===== src/rtl/sym_tx_pkg.sv =====
// Shared types for the sym_tx symbol transmitter and its optional reference FSM.
// The reference FSM is built only when SYM_TX_CHECK_EN is defined.
package sym_tx_pkg;

    typedef enum logic {
        ST_IDLE = 1'b0,
        ST_SEND = 1'b1
    } tx_state_e;

    // Reference FSM state numbers; the output equals the state number except TRESDOIS.
    localparam logic [2:0] ZERO     = 3'd0;
    localparam logic [2:0] UM       = 3'd1;
    localparam logic [2:0] DOIS     = 3'd2;
    localparam logic [2:0] TRES     = 3'd3;
    localparam logic [2:0] QUATRO   = 3'd4;
    localparam logic [2:0] CINCO    = 3'd5;
    localparam logic [2:0] SEIS     = 3'd6;
    localparam logic [2:0] TRESDOIS = 3'd7;

    function automatic logic [2:0] model_out(input logic [2:0] st);
        return (st == TRESDOIS) ? TRES : st;
    endfunction

endpackage


===== src/rtl/sym_tx_model.sv =====
// Reference 2-bit-input FSM that checks the consumer's saida against the driven a.
// Instantiated by sym_tx only when SYM_TX_CHECK_EN is defined.
module sym_tx_model
    import sym_tx_pkg::*;
(
    input  logic       clk,
    input  logic       res,
    input  logic [1:0] a,
    input  logic [2:0] saida_in,
    output logic       mismatch,
    output logic [7:0] err_cnt
);

    logic [2:0]  st_q, st_d;
    logic        mismatch_q, mismatch_d;
    logic [7:0]  err_q, err_d;
    logic [11:0] row;

    always_comb begin
        // Each row packs the next states for a = 3,2,1,0 from MSB to LSB.
        case (st_q)
            ZERO:    row = {CINCO, UM,       TRESDOIS, UM};
            UM:      row = {CINCO, TRESDOIS, TRESDOIS, DOIS};
            DOIS:    row = {CINCO, TRES,     QUATRO,   ZERO};
            TRES:    row = {CINCO, UM,       DOIS,     ZERO};
            QUATRO:  row = {CINCO, UM,       TRESDOIS, ZERO};
            CINCO:   row = {SEIS,  UM,       TRES,     ZERO};
            SEIS:    row = {TRES,  UM,       TRES,     ZERO};
            default: row = {CINCO, DOIS,     DOIS,     ZERO};
        endcase
        st_d       = row[3*a +: 3];
        mismatch_d = mismatch_q;
        err_d      = err_q;
        if (saida_in != model_out(st_q)) begin
            mismatch_d = 1'b1;
            if (err_q != 8'hFF) err_d = err_q + 8'd1;
        end
    end

    always_ff @(posedge clk or negedge res) begin
        if (!res) begin
            st_q       <= ZERO;
            mismatch_q <= 1'b0;
            err_q      <= 8'd0;
        end else begin
            st_q       <= st_d;
            mismatch_q <= mismatch_d;
            err_q      <= err_d;
        end
    end

    assign mismatch = mismatch_q;
    assign err_cnt  = err_q;

endmodule


===== src/rtl/sym_tx.sv =====
// Drives a packed word of 2-bit symbols MSB-first onto a[1:0], each held for a programmable count.
// Define SYM_TX_CHECK_EN to add the saida reference checker (saida_in, mismatch, err_cnt).
module sym_tx
    import sym_tx_pkg::*;
#(
    parameter  int NSYM   = 9,
    parameter  int HOLD_W = 4,
    localparam int LEN_W  = $clog2(NSYM + 1)
) (
    input  logic              clk,
    input  logic              res,
    input  logic              load_valid,
    output logic              load_ready,
    input  logic [2*NSYM-1:0] load_data,
    input  logic [LEN_W-1:0]  load_len,
    input  logic [HOLD_W-1:0] load_hold,
    input  logic              abort,
    output logic [1:0]        a,
    output logic              a_valid,
    output logic              busy,
`ifdef SYM_TX_CHECK_EN
    input  logic [2:0]        saida_in,
    output logic              mismatch,
    output logic [7:0]        err_cnt,
`endif
    output logic              done
);

    tx_state_e         state_q, state_d;
    logic [2*NSYM-1:0] shift_q, shift_d;
    logic [LEN_W-1:0]  left_q, left_d;
    logic [HOLD_W-1:0] hold_q, hold_d;
    logic [HOLD_W-1:0] hcnt_q, hcnt_d;
    logic [1:0]        a_q, a_d;
    logic              a_valid_q, a_valid_d;
    logic              done_q, done_d;

    logic              accept;
    logic [LEN_W-1:0]  len_c;
    logic [HOLD_W-1:0] hold_c;

    always_comb begin
        accept = load_valid && (state_q == ST_IDLE);
        len_c  = (load_len > LEN_W'(NSYM)) ? LEN_W'(NSYM) : load_len;
        hold_c = (load_hold == '0) ? HOLD_W'(1) : load_hold;

        // NOTE: every _d takes its _q value first so no path through this block can infer a latch.
        state_d   = state_q;
        shift_d   = shift_q;
        left_d    = left_q;
        hold_d    = hold_q;
        hcnt_d    = hcnt_q;
        a_d       = a_q;
        a_valid_d = a_valid_q;
        done_d    = 1'b0;

        case (state_q)
            ST_IDLE: begin
                if (accept && !abort) begin
                    if (len_c == '0) begin
                        done_d = 1'b1;
                    end else begin
                        state_d   = ST_SEND;
                        a_d       = load_data[2*NSYM-1 -: 2];
                        a_valid_d = 1'b1;
                        shift_d   = load_data << 2;
                        left_d    = len_c - LEN_W'(1);
                        hold_d    = hold_c;
                        hcnt_d    = hold_c - HOLD_W'(1);
                    end
                end
            end
            ST_SEND: begin
                // hcnt counts the cycles still to go after the current one; left counts symbols after this one.
                if (abort) begin
                    state_d   = ST_IDLE;
                    a_d       = 2'b00;
                    a_valid_d = 1'b0;
                end else if (hcnt_q == '0) begin
                    if (left_q == '0) begin
                        state_d   = ST_IDLE;
                        a_d       = 2'b00;
                        a_valid_d = 1'b0;
                        done_d    = 1'b1;
                    end else begin
                        a_d     = shift_q[2*NSYM-1 -: 2];
                        shift_d = shift_q << 2;
                        left_d  = left_q - LEN_W'(1);
                        hcnt_d  = hold_q - HOLD_W'(1);
                    end
                end else begin
                    hcnt_d = hcnt_q - HOLD_W'(1);
                end
            end
            default: state_d = ST_IDLE;
        endcase
    end

    // NOTE: state updates use <= so every flop samples the pre-edge values computed above.
    always_ff @(posedge clk or negedge res) begin
        if (!res) begin
            state_q   <= ST_IDLE;
            shift_q   <= '0;
            left_q    <= '0;
            hold_q    <= '0;
            hcnt_q    <= '0;
            a_q       <= 2'b00;
            a_valid_q <= 1'b0;
            done_q    <= 1'b0;
        end else begin
            state_q   <= state_d;
            shift_q   <= shift_d;
            left_q    <= left_d;
            hold_q    <= hold_d;
            hcnt_q    <= hcnt_d;
            a_q       <= a_d;
            a_valid_q <= a_valid_d;
            done_q    <= done_d;
        end
    end

    assign a          = a_q;
    assign a_valid    = a_valid_q;
    assign done       = done_q;
    assign busy       = (state_q == ST_SEND);
    assign load_ready = (state_q == ST_IDLE);

`ifdef SYM_TX_CHECK_EN
    sym_tx_model u_model (
        .clk      (clk),
        .res      (res),
        .a        (a_q),
        .saida_in (saida_in),
        .mismatch (mismatch),
        .err_cnt  (err_cnt)
    );
`endif

endmodule


===== config.mk =====
export PLATFORM = sky130hd
export DESIGN_NAME = sym_tx
export DESIGN_NICKNAME = d
export VERILOG_FILES = /design/src/rtl/sym_tx_pkg.sv /design/src/rtl/sym_tx_model.sv /design/src/rtl/sym_tx.sv
export SDC_FILE = /design/constraint.sdc
export NUM_CORES = 1
export LEC_CHECK = 0
export BUFFER_PORTS_ARGS = -buffer_cell sky130_fd_sc_hd__buf_2
export CORE_ASPECT_RATIO = 0.6
export CORE_MARGIN = 2
export CORE_UTILIZATION = 50
export DETAILED_ROUTE_END_ITERATION = 12
export PLACE_DENSITY = 0.82
export SETUP_SLACK_MARGIN = 0.5
export SYNTH_ARGS = -nofsm -noshare
export SYNTH_HDL_FRONTEND = slang
export SYNTH_HIERARCHICAL = 1
export SYNTH_SLANG_ARGS = --single-unit

===== constraint.sdc =====
create_clock -name clk -period 3.6 [get_ports clk]
set_clock_uncertainty 0.1 [all_clocks]
set_input_delay 0.54 -clock clk [delete_from_list [all_inputs] [get_ports clk]]
set_output_delay 0.54 -clock clk [all_outputs]
set_load 0.01 [all_outputs]

# After elaboration in Yosys (flattened, before gate mapping)
# Cells that the tools add are included.
[word_totals]
reg_bits = 35
latchBits = 0
mem_bits_rw = 0
rom_bits = 0
out_inout_bits = 6
n_memories = 0
[classes]
add_sub_neg = 5
n_mul = 0
div_mod_pow = 0
order_cmp = 1
n_eq_ne = 8
n_shift = 0
n_mux = 44
bitwise_logic = 2
n_reduce_logical = 12
[ops]
columns = ["cell", "count"]
rows = [
  ["$mux W18", 5],
  ["$mux W4", 12],
  ["$pmux W18 S2", 1],
  ["$sub A4 B1 Y4 const B", 5],
  ["$logic_not A4 Y1", 4],
  ["$pmux W4 S2", 2],
  ["$mux W1", 15],
  ["$mux W2", 5],
  ["$reduce_and A4 Y1", 2],
  ["$ne A2 B2 Y1 const B", 3],
  ["$ne A3 B2 Y1 const B", 2],
  ["$pmux W1 S2", 3],
  ["$reduce_and A3 Y1", 2],
  ["$reduce_and A5 Y1", 1],
  ["$gt A4 B4 Y1 const B", 1],
  ["$ne A2 B1 Y1 const B", 2],
  ["$pmux W2 S2", 1],
  ["$ne A3 B3 Y1 const B", 1],
  ["$logic_and A1 B1 Y1", 2],
  ["$not A1 Y1", 2],
  ["$logic_not A1 Y1", 1],
]

# Longest topological paths before layout
# Gate-level depths: netlist of run 1.
[logic_depth]
word_depth = 6
mapped_depth = 9
ltp_nobuf = 8

# Worst setup path before layout of run 1
# No wires, ideal clock.
[synth_timing]
kind = "reg2reg"
start = "register state_q, in the netlist busy"
end = "register left_q[2]"
arrival_ns = 1.842
t_required_ns = 3.373
path_slack_ns = 1.531
stages_incl_launch_ff = 10
n_path_buf = 3
cell_sequence = "dfrtp_1 buf_2 clkbuf_1 buf_2 nor2_1 a22oi_1 ha_1 xnor2_1 a22o_1 a21oi_2"
[synth_between]
elab_chain_cells = 5
word_cells_on_any_way = 10
[synth_lines]
columns = ["element", "line_no", "source"]
rows = [
  ["start, declared", "sym_tx.sv:29", "tx_state_e state_q, state_d;"],
  ["start signal, assigned", "sym_tx.sv:111", "state_q <= state_d;"],
  ["$not A1 Y1 (no line)", "-", ""],
  ["$logic_and A1 B1 Y1", "sym_tx.sv:43", "accept = load_valid && (state_q == ST_IDLE);"],
  ["$logic_and A1 B1 Y1", "sym_tx.sv:59", "if (accept && !abort) begin"],
  ["$ne A2 B1 Y1 (no line)", "-", ""],
  ["$reduce_and A5 Y1 (no line)", "-", ""],
  ["end signal, assigned", "sym_tx.sv:113", "left_q <= left_d;"],
  ["end, declared", "sym_tx.sv:31", "logic [LEN_W-1:0] left_q, left_d;"],
]
# Several ways; a longest one is shown, not always the timed one.
# A chain may end at the register's enable or synchronous reset.

# Final worst setup path of run 1
# Ends and elaborated chain as after synthesis.

==> summary.md, run 1 <==
| Metric | Value |
|---|---|
| Reg area | 825.8 µm² |
| Share of cells above drive strength 1 | 27.45% |
| FF+latch count, synth | 33 |
| Status | finished clean |
| Worst slew pin tran | 875.2 ps |
| VDD IR-drop max | 262.0 µV |
| Sequential element share of the synthesized area | 47.72% |
| Hold/Removal Path Class | primary input to asynchronous set/reset pin |
| Max FO, Critical Path | 24 |
| RSZ-0062 raised after global routing | false |
| Diode count | 0 |
| Synth Flop Type | dfrtp_1 |
| Largest delay share family, worst path | flip-flops |
| Slew Limit Headroom | 41.65% |
| Top sig layer | met4 |
| Fin area | 0.002001 mm² |
| WL per Instance | 13.52 µm |
| Clk sinks | 33 |
| Post-synthesis cell type count | 41 |
| Post-synth top area cell | dfrtp_1 |
| Total of max-cap violations | 0 |
| Vias in the first global route | 1267 |
| Power Dens Cells | 579.2 mW/mm² |
| GRT Residual Overflow | 0 |
| Syn. warnings | 6 |
| Post-CTS Hold Fix Bufs | 0 |
| Finished Core Util | 60.94% |
| Area Growth Syn to Fin | 15.62% |
| Die width | 79.95 µm |
| CP Capture Type | flip-flop |
| Average size of a mapped cell | 10.30 µm² |
| Initial Util | 52.71% |
| Post-CTS resize count | 0 |
| Minimum clock period | 2385 ps |
| Die area | 0.003963 mm² |
| Clock Latency Late Sink | 290 ps |
| Std cell rows | 16 |
| Reg2Reg Setup Slack | 1220 ps |
| CTS root buf | clkbuf_8 |
| Buf/Inv on CP | 1 |
| Crit-path cells | buf_4 > nor2_1 > a22oi_1 > ha_1 > xnor2_1 > a22o_1 > a21oi_2 |
| Leakage | 0.9030 nW |
| Footprint of the multi-input gates | 828.3 µm² |
| Post-CTS setup buffers | 0 |
| CTS buffer count | 5 |
| GPL Wtd Cong | 0.8495 |
| Final Hold Vio Count | 0 |
| Final setup fails | 0 |
| Top cells by area, synth | dfrtp_1, mux2i_1, nand2_1 |
| Initial antenna violation count | 0 |
| Ys async rst share | 100.0% |
| Crit path launch type | flip-flop |
| Via density | 5.422 |
| EDFF count, synth | 0 |
| Final Max Slew Viols | 0 |
| Cells after Synth | 168 |
| Post-DP Area | 0.001927 mm² |
| DP HPWL | 2469 µm |
| Antenna viol nets, final | 0 |
| Vias | 1350 |
| CP Class | flip-flop to flip-flop |
| Placeable Area | 0.003283 mm² |
| H-Tree Depth | 2 |
| Post-Layout Cell Count | 249 |
| Fillers | 285 |
| F_max | 419.4 MHz |
| Critical Path RT | 3640 ps |
| Clk buf depth | 2 |
| Buffers on Ports | 35 |
| Critical-path top delay cell | dfrtp_1 |
| Synthesized net count | 200 |
| GRT Util Overall | 19.55% |
| Nets | 237 |
| Met2 Wirelength | 1397 µm |
| Placed insts | 243 |
| Total wire length | 3366 µm |
| CTS tree | done |
| First-pass GRT wire length | 5865 µm |
| Worst path arrival time | 2420 ps |
| Pin count of the biggest net entering global routing | 34 |
| Final period utilization | 66.24% |
| WL met3 | 264 µm |
| Io pins | 36 |
| CP max stage delay | 910 ps |
| Drt pass-1 iters | 4 |
| Setup TNS | 0 ps |
| Drc violations | 0 |
| DRC marker count from the first detailed-route iteration | 129 |
| Clk slew on worst S/H paths | 60 ps |
| M1 WL | 1650 µm |
| Synthesized area | 0.001730 mm² |
| Synth top area share | 47.72% |
| Die Y | 49.57 µm |
-- flip-flops by register name (all words and copies together) (netlist names) --
register	flops
shift_q	16
hold_q	4
done	1
busy	1
hcnt_q	4
a	2
left_q	4
a_valid	1
-- layer usage --
metal / up-vias / GRT usage (%)
met5: - / 0
met4: 0 / 8.757
met3: 6 / 5.861
met2: 52 / 27.92
met1: 617 / 27.43
li1: 675 / -
-- final timing paths --
kind                          endpoint  cells after the start         start
setup / recovery             left_q[2]                      7          busy
hold / removal              shift_q[7]                      1           res
setup reg to reg             left_q[2]                      7          busy
hold reg to reg            shift_q[15]                      2   shift_q[15]
max in group asynchronous    left_q[2]                      1           res
min in group clk            shift_q[3]                      2  load_data[1]
-- cell usage in the layout (no fill, tap or decap), drive strengths merged, types with 2 or more instances in the layout --
master,n
buf,38
dfrtp,33
o21ai,20
nand2,17
mux2i,14
nor2,13
a21oi,11
inv,5
mux2,5
clkbuf,5
nand2b,4
nor3,3
nor4b,3
a22oi,3
a31oi,3
a22o,3
nor4,3
nor2b,2
ha,2
o22ai,2
nor3b,2
-- synth_stat cells (all sizes together), types with 2 or more instances --
cell     n
o21ai   20
o22ai    2
nand2b   4
a22oi    3
nand2   17
a22o     3
nor2    13
nor3b    2
mux2i   14
a31oi    3
dfrtp   33
nor2b    2
a21oi   11
mux2     5
buf      7
nor3     3
inv      5
ha       2
nor4     3
nor4b    3
-- metrics by stage --
| stage | total power [mW] | setup WS, ps | hold WS, ps |
|---|---|---|---|
| CTS | 1.171 | 1214 | 218.0 |
| global route | 1.245 | 1052 | 250.3 |
| floorplan | 0.8168 | 1531 | 144.4 |
| global placement | 0.8984 | 1262 | 365.1 |
| detailed placement | 0.9134 | 1184 | 374.8 |
| finish | 1.159 | 1215 | 199.6 |
-- cell families after synthesis --
group | Yosys count | share of synthesized area [%]
AO/OA/AOI/OAI | 46 | 16.56
XOR/XNOR | 2 | 1.012
adder cells (fa/ha/maj) | 2 | 1.446
buffers and inverters | 13 | 4.411
flip-flops | 33 | 47.72
multiplexers | 19 | 11.35
AND/OR/NAND/NOR | 53 | 17.50
-- power breakdown --
part	total, mW	internal (mW)	switching (mW)
clock	0.254	0.127	0.127
combinational	0.306	0.151	0.155
sequential	0.599	0.486	0.112
-- final cells by class --
class / instances / area share (%)
Clock inverter: 1 / 0.2502
Tap cell: 45 / 2.814
Clock buffer: 5 / 3.440
Timing Repair Buffer: 38 / 9.881
Inverter: 5 / 0.9381
Sequential cell: 33 / 41.28
Multi-Input combinational cell: 122 / 41.40
Power figures use the tool's default switching activity.
==> run 2: changes to the inputs <==
Clock period 3.6 ns to 2.25 ns, I/O delays scaled along.
==> run 2 against run 1 <==
  * Worst hold slack lost 210 ps
  * Die area did not move
  * Via count increased by 2.7%
  * Cell count increased by 4.8%
  * Register-to-register slack worse by 700 ps
  * The run now ends with hold timing left
  * Flip-flop and latch count is the same
  * Routed wire length increased by 6.9%
  * Critical path type unchanged
  * Clock power grew 72%
  * Design area rose by 6.7%
  * Sequential share of layout area decreased by 2.3 points
  * Critical path depth fell by 2
==> summary.md, run 2 (same netlist as run 1, synthesis figures left out) <==
| Metric | Value |
|---|---|
| Post-DP Area | 0.001972 mm² (+2.3%) |
| First-pass GRT wire length | 6023 µm (+2.7%) |
| Initial Util | 52.71% (unchanged) |
| VDD IR-drop max | 492.4 µV (+88%) |
| Fin area | 0.002135 mm² (+6.7%) |
| CTS buffer count | 5 (unchanged) |
| Initial antenna violation count | 0 (unchanged) |
| Clk slew on worst S/H paths | 70 ps (about the same) |
| Crit-path cells | nor4_4 > nor3b_4 > o22ai_4 > buf_8 > a22o_1 |
| Worst Hold Slack | -6.164 ps (-205.8 ps) |
| Crit path launch type | flip-flop |
| Final setup fails | 0 (unchanged) |
| Buffers on Ports | 35 (unchanged) |
| Hold/Removal Path Class | primary input to asynchronous set/reset pin |
| Max FO, Critical Path | 16 (-33%) |
| Std cell rows | 16 (unchanged) |
| Minimum clock period | 1737 ps (-647.1 ps) |
| Largest delay share family, worst path | simple AND/OR/NAND/NOR gates |
| Most common cell after layout, fill and taps aside | buf_2 |
| CTS root buf | clkbuf_8 |
| Vias in the first global route | 1274 (+0.55%) |
| Failing checks | hold timing |
| DP HPWL | 2570 µm (+4.1%) |
| Clock Latency Late Sink | 290 ps (about the same) |
| Pin count of the biggest net entering global routing | 34 (unchanged) |
| Drc violations | 0 (unchanged) |
| Clk buf depth | 2 (unchanged) |
| GRT Util Overall | 20.15% (+0.60 points) |
| Buf/Inv on CP | 1 (unchanged) |
| Total wire length | 3598 µm (+6.9%) |
| Power Dens Cells | 924.5 mW/mm² (+60%) |
| CTS tree | done |
| RSZ-0062 raised after global routing | true |
| Leakage | 0.9646 nW (+6.8%) |
| Post-CTS Hold Fix Bufs | 0 (unchanged) |
| Die Y | 49.57 µm (unchanged) |
| F_max | 575.6 MHz (+37%) |
| Final Hold Vio Count | 6 (+6) |
| Biggest register | shift_q |
| Io pins | 36 (unchanged) |
| Total of max-cap violations | 0 (unchanged) |
| Slew Limit Headroom | 52.68% (+11 points) |
| GRT Residual Overflow | 0 (unchanged) |
| Nets | 247 (+4.2%) |
| Clk sinks | 33 (unchanged) |
| Final period utilization | 77.22% (+11 points) |
| Share of cells above drive strength 1 | 35.19% (+7.7 points) |
| Area Growth Syn to Fin | 23.36% |
| Via density | 5.314 (-2.0%) |
| DRC marker count from the first detailed-route iteration | 79 (-39%) |
| GPL Wtd Cong | 0.8227 (-3.2%) |
| Most frequent cells in the layout | buf_2, dfrtp_1, nand2_1, mux2i_1, o21ai_1 |
| Worst slew pin tran | 709.7 ps (-165.5 ps) |
| CP max stage delay | 450 ps (-460 ps) |
| Final Max Slew Viols | 0 (unchanged) |
| Status | finished with violations |
| Max reg flops | 16 (unchanged) |
| Placeable Area | 0.003283 mm² (unchanged) |
| Critical Path RT | 2330 ps (-1310 ps) |
| Drt pass-1 iters | 4 (unchanged) |
| Worst path arrival time | 1820 ps (-600 ps) |
| Diode count | 0 (unchanged) |
| Reg2Reg Setup Slack | 510 ps (-700 ps) |
| Die width | 79.95 µm (unchanged) |
| Vias | 1387 (+2.7%) |
| H-Tree Depth | 2 (unchanged) |
| Setup TNS | 0 ps (unchanged) |
| Critical-path top delay cell | dfrtp_2 |
| Fillers | 275 (-3.5%) |
| CP Class | flip-flop to flip-flop |
| Die area | 0.003963 mm² (unchanged) |
| CP Capture Type | flip-flop |
| Antenna viol nets, final | 0 (unchanged) |
| WL per Instance | 13.79 µm (+2.0%) |
[run 2: cell types whose count changed in the layout (fill, tap and decap cells not counted), moves of 2 or more]
cell     before  now
buf_4         3   10
buf_8         0    2
dfrtp_1      33   28
dfrtp_2       0    5
[run 2: per-stage QoR]
stage / worst slack [ps] / power, mW / util (%) / instances
2_1_floorplan: 427.2 / 1.312 / - / 168
3_3_place_gp: 347.9 / 1.466 / 60.06 / 249
3_5_place_dp: 310.4 / 1.482 / 60.06 / 249
4_1_cts: 485.1 / 1.932 / 63.61 / 259
5_1_grt: 433.5 / 2.106 / 65.02 / 261
6_report: 512.6 / 1.973 / 65.02 / 261
[run 2: power breakdown]
| part | internal [mW] | switching, mW |
|---|---|---|
| registers | 0.784 | 0.168 |
| clock network | 0.214 | 0.221 |
| logic | 0.293 | 0.292 |
| total | 1.29 | 0.681 |
[run 2: final timing paths]
| path | endpoint | start | depth (start not counted) |
|---|---|---|---|
| max | shift_q[2] | hcnt_q[0] | 5 |
| min | shift_q[6] | res | 1 |
| max reg2reg | shift_q[2] | hcnt_q[0] | 5 |
| min reg2reg | shift_q[11] | shift_q[11] | 2 |
| max in group asynchronous | busy | res | 1 |
| min in group clk | shift_q[3] | load_data[1] | 2 |
[run 2: per-layer routing]
metal	track usage [%]	vias to the layer above	wire [µm]
li1	-	697	-
met1	30.20	659	1836
met2	28.06	26	1550
met3	5.495	5	172
met4	6.780	0	39
met5	0	-	0
[run 2: worst reg2reg max path: stages (launching register included)]
cell and delay [ps]:
dfrtp_2 450, nor4_4 300, nor3b_4 280, o22ai_4 140, buf_8 170, a22o_1 180
[run 2: layout make-up]
class                      instances  area (µm²)  area share [%]
sequential                        33       832.0           38.98
inverter                           5       18.77          0.8792
multi-input combinational        122       853.3           39.98
clock buffer                       6       72.57           3.400
tap                               45       56.30           2.638
timing repair buffer              48       291.5           13.66
clock inverter                     2       10.01          0.4689
[run 2: repair_timing]
action,CTS,global route
gates cloned,0,0
resized for setup,5,11
pin swaps,2,3
endpoints found under the setup margin,21,25
buffers inserted,2,2
endpoints found under the hold margin,0,0
==> run 3: changes to the inputs <==
Clock period 2.25 ns to 1.68 ns, I/O delays scaled along.
==> run 3 against run 2 <==
  * The flow finishes with violations (setup timing)
  * Sequential power rose by 37%
  * Flip-flop and latch count stayed put
  * Fmax shrank 5.0%
  * Die area unchanged
  * Routed wire length is 61% higher
  * Combinational power is 130% higher
  * First-iteration DRC count increased by 120%
  * Cell count rose by 13%
  * Global-route usage rose by 8.2 points
==> summary.md, run 3 (same netlist as run 1, synthesis figures left out) <==
| Metric | Value |
|---|---|
| Status | finished with violations |
| Failing checks | setup timing |
| Worst slew pin tran | 502.6 ps (-207.2 ps) |
| Clock Latency Late Sink | 300 ps (about the same) |
| CTS root buf | clkbuf_8 |
| Crit path launch type | flip-flop |
| M1 GR Usage | 36.05% (+5.8 points) |
| First-pass GRT wire length | 8286 µm (+38%) |
| Via density | 5.865 (+10%) |
| DRC marker count from the first detailed-route iteration | 173 (+120%) |
| Switch Pwr | 1.223 mW (+80%) |
| Die area | 0.003963 mm² (unchanged) |
| Max FO, Critical Path | 3 (-13) |
| Sequential Power Share | 40.1% (-8.2 points) |
| Die width | 79.95 µm (unchanged) |
| Met3 Usage GRT | 8.608% (+3.1 points) |
| Buffers on Ports | 35 (unchanged) |
| WL per Instance | 19.60 µm (+42%) |
| Worst path arrival time | 1900 ps (+80 ps) |
| GRT met2 Usage | 45.28% (+17 points) |
| Io pins | 36 (unchanged) |
| F_max | 546.6 MHz (-5.0%) |
| Power Dens Cells | 1242 mW/mm² (+34%) |
| CP Capture Type | flip-flop |
| VDD IR-drop max | 944.1 µV (+92%) |
| Pin count of the biggest net entering global routing | 34 (unchanged) |
| Minimum clock period | 1829 ps (+91.93 ps) |
| Share of cells above drive strength 1 | 52.59% (+17 points) |
| Critical Path RT | 1750 ps (-580 ps) |
| Final period utilization | 108.9% (+32 points) |
| DP HPWL | 2987 µm (+16%) |
| Slew Limit Headroom | 66.24% (+14 points) |
| R2R depth | 7 (+2) |
| CTS tree | done |
| Drt pass-1 iters | 4 (unchanged) |
| Most frequent cells in the layout | buf_4, buf_2, dfrtp_1, mux2i_1 |
| GPL Wtd Cong | 0.8504 (+3.4%) |
| Die Y | 49.57 µm (unchanged) |
| Initial antenna violation count | 0 (unchanged) |
| Int Pwr | 2.025 mW (+57%) |
| Clk buf depth | 2 (unchanged) |
| Crit-path cells | buf_4 > nor4b_4 > o32ai_4 > ha_2 > xor2_1 > nor2_1 > a21oi_1 |
| H-Tree Depth | 2 (unchanged) |
| Clk slew on worst S/H paths | 60 ps (about the same) |
| Reg2Reg Setup Slack | -150 ps (-660 ps) |
| Placeable Area | 0.003283 mm² (unchanged) |
| Max reg flops | 16 (unchanged) |
| Critical-path top delay cell | dfrtp_1 |
| Nets | 282 (+14%) |
| Biggest register | shift_q |
| Std cell rows | 16 (unchanged) |
| Final setup fails | 27 (+27) |
| Hold/Removal Path Class | primary input to flip-flop |
| GRT Residual Overflow | 0 (unchanged) |
| Leakage | 1.194 nW (+24%) |
| Comb pwr share | 41.7% (+12 points) |
| Area Growth Syn to Fin | 51.12% |
| Vias in the first global route | 1680 (+32%) |
| Clk sinks | 33 (unchanged) |
| Diode count | 0 (unchanged) |
| Final Hold Vio Count | 0 (-6) |
| Vias | 1736 (+25%) |
| Pre-CTS setup slack | -137.6 ps (-448.0 ps) |
| Total wire length | 5801 µm (+61%) |
| Clk pwr share | 18.2% (-3.9 points) |
| Drc violations | 0 (unchanged) |
| Worst setup margin | -149.3 ps (-661.9 ps) |
| Final Max Slew Viols | 0 (unchanged) |
| Switching part of the total power | 37.65% (+3.1 points) |
| RSZ-0062 raised after global routing | true |
| CP Class | flip-flop to flip-flop |
| CTS buffer count | 5 (unchanged) |
| Most common cell after layout, fill and taps aside | buf_4 |
| Worst Hold Depth | 2 |
| Antenna viol nets, final | 0 (unchanged) |
| Most Used Layer, Global Route | met2 |
| Fillers | 183 (-33%) |
| CP max stage delay | 410 ps (-40 ps) |
| Setup TNS | -1683 ps (-1683 ps) |
| Total of max-cap violations | 0 (unchanged) |
| Initial Util | 52.71% (unchanged) |
| GRT Util Overall | 28.32% (+8.2 points) |
run 3: area by class of cell:
class | instances | area, µm² | share of cell area (%)
clock buffer | 6 | 72.57 | 2.775
tap | 45 | 56.30 | 2.153
clock inverter | 2 | 10.01 | 0.3828
multi-input combinational | 122 | 1005 | 38.42
sequential | 33 | 830.8 | 31.77
inverter | 5 | 21.27 | 0.8134
timing repair buffer | 83 | 619.3 | 23.68
run 3: per-stage QoR:
stage	hold slack (ps)	instance area, µm²	instances	utilization [%]	power, mW
final	80.76	2615	296	79.65	3.248
after detailed placement	123.4	2178	272	66.35	2.207
after CTS	85.05	2420	285	73.70	2.921
after global placement	117.9	2178	272	66.35	2.145
after global routing	81.13	2615	296	79.65	3.409
after floorplan	-143.6	1780	168	-	1.801
run 3: critical path: cells and delay by family (launching register included):
| family | cells | cell delay, ps |
|---|---|---|
| AO/OA/AOI/OAI | 2 | 240 |
| XOR/XNOR | 1 | 160 |
| adder cells (fa/ha/maj) | 1 | 220 |
| buffers and inverters | 1 | 170 |
| flip-flops | 1 | 410 |
| AND/OR/NAND/NOR | 2 | 410 |
run 3: repair_timing:
action / 4_1_cts / 5_1_grt
pin swaps: 13 / 16
gates resized for setup: 29 / 23
hold endpoints to repair: 33 / 0
cloned: 0 / 1
endpoints found under the setup margin: 35 / 37
buffers inserted: 4 / 10
hold buffers: 1 / 0
run 3: power groups by stage:
stage	Sequential (mW)	Clock (mW)	Combinational (mW)
6_report	1.30	0.593	1.35
3_3_place_gp	1.25	0	0.900
2_1_floorplan	1.24	0	0.558
4_1_cts	1.27	0.581	1.07
3_5_place_dp	1.27	0	0.942
5_1_grt	1.32	0.642	1.45
run 3: layer usage:
layer / share of wire (%) / up-vias
met5: 0 / -
met4: 4.9 / 0
met3: 7.6 / 29
met2: 47 / 110
met1: 40 / 822
li1: - / 775
run 3: worst paths after layout:
kind | to | from
max in group asynchronous | busy | res
worst max-delay path | hcnt_q[2] | hcnt_q[2]
worst min register to register | shift_q[15] | shift_q[15]
worst max register to register | hcnt_q[2] | hcnt_q[2]
min in group asynchronous | hold_q[0] | res
worst min-delay path | shift_q[2] | load_data[0]
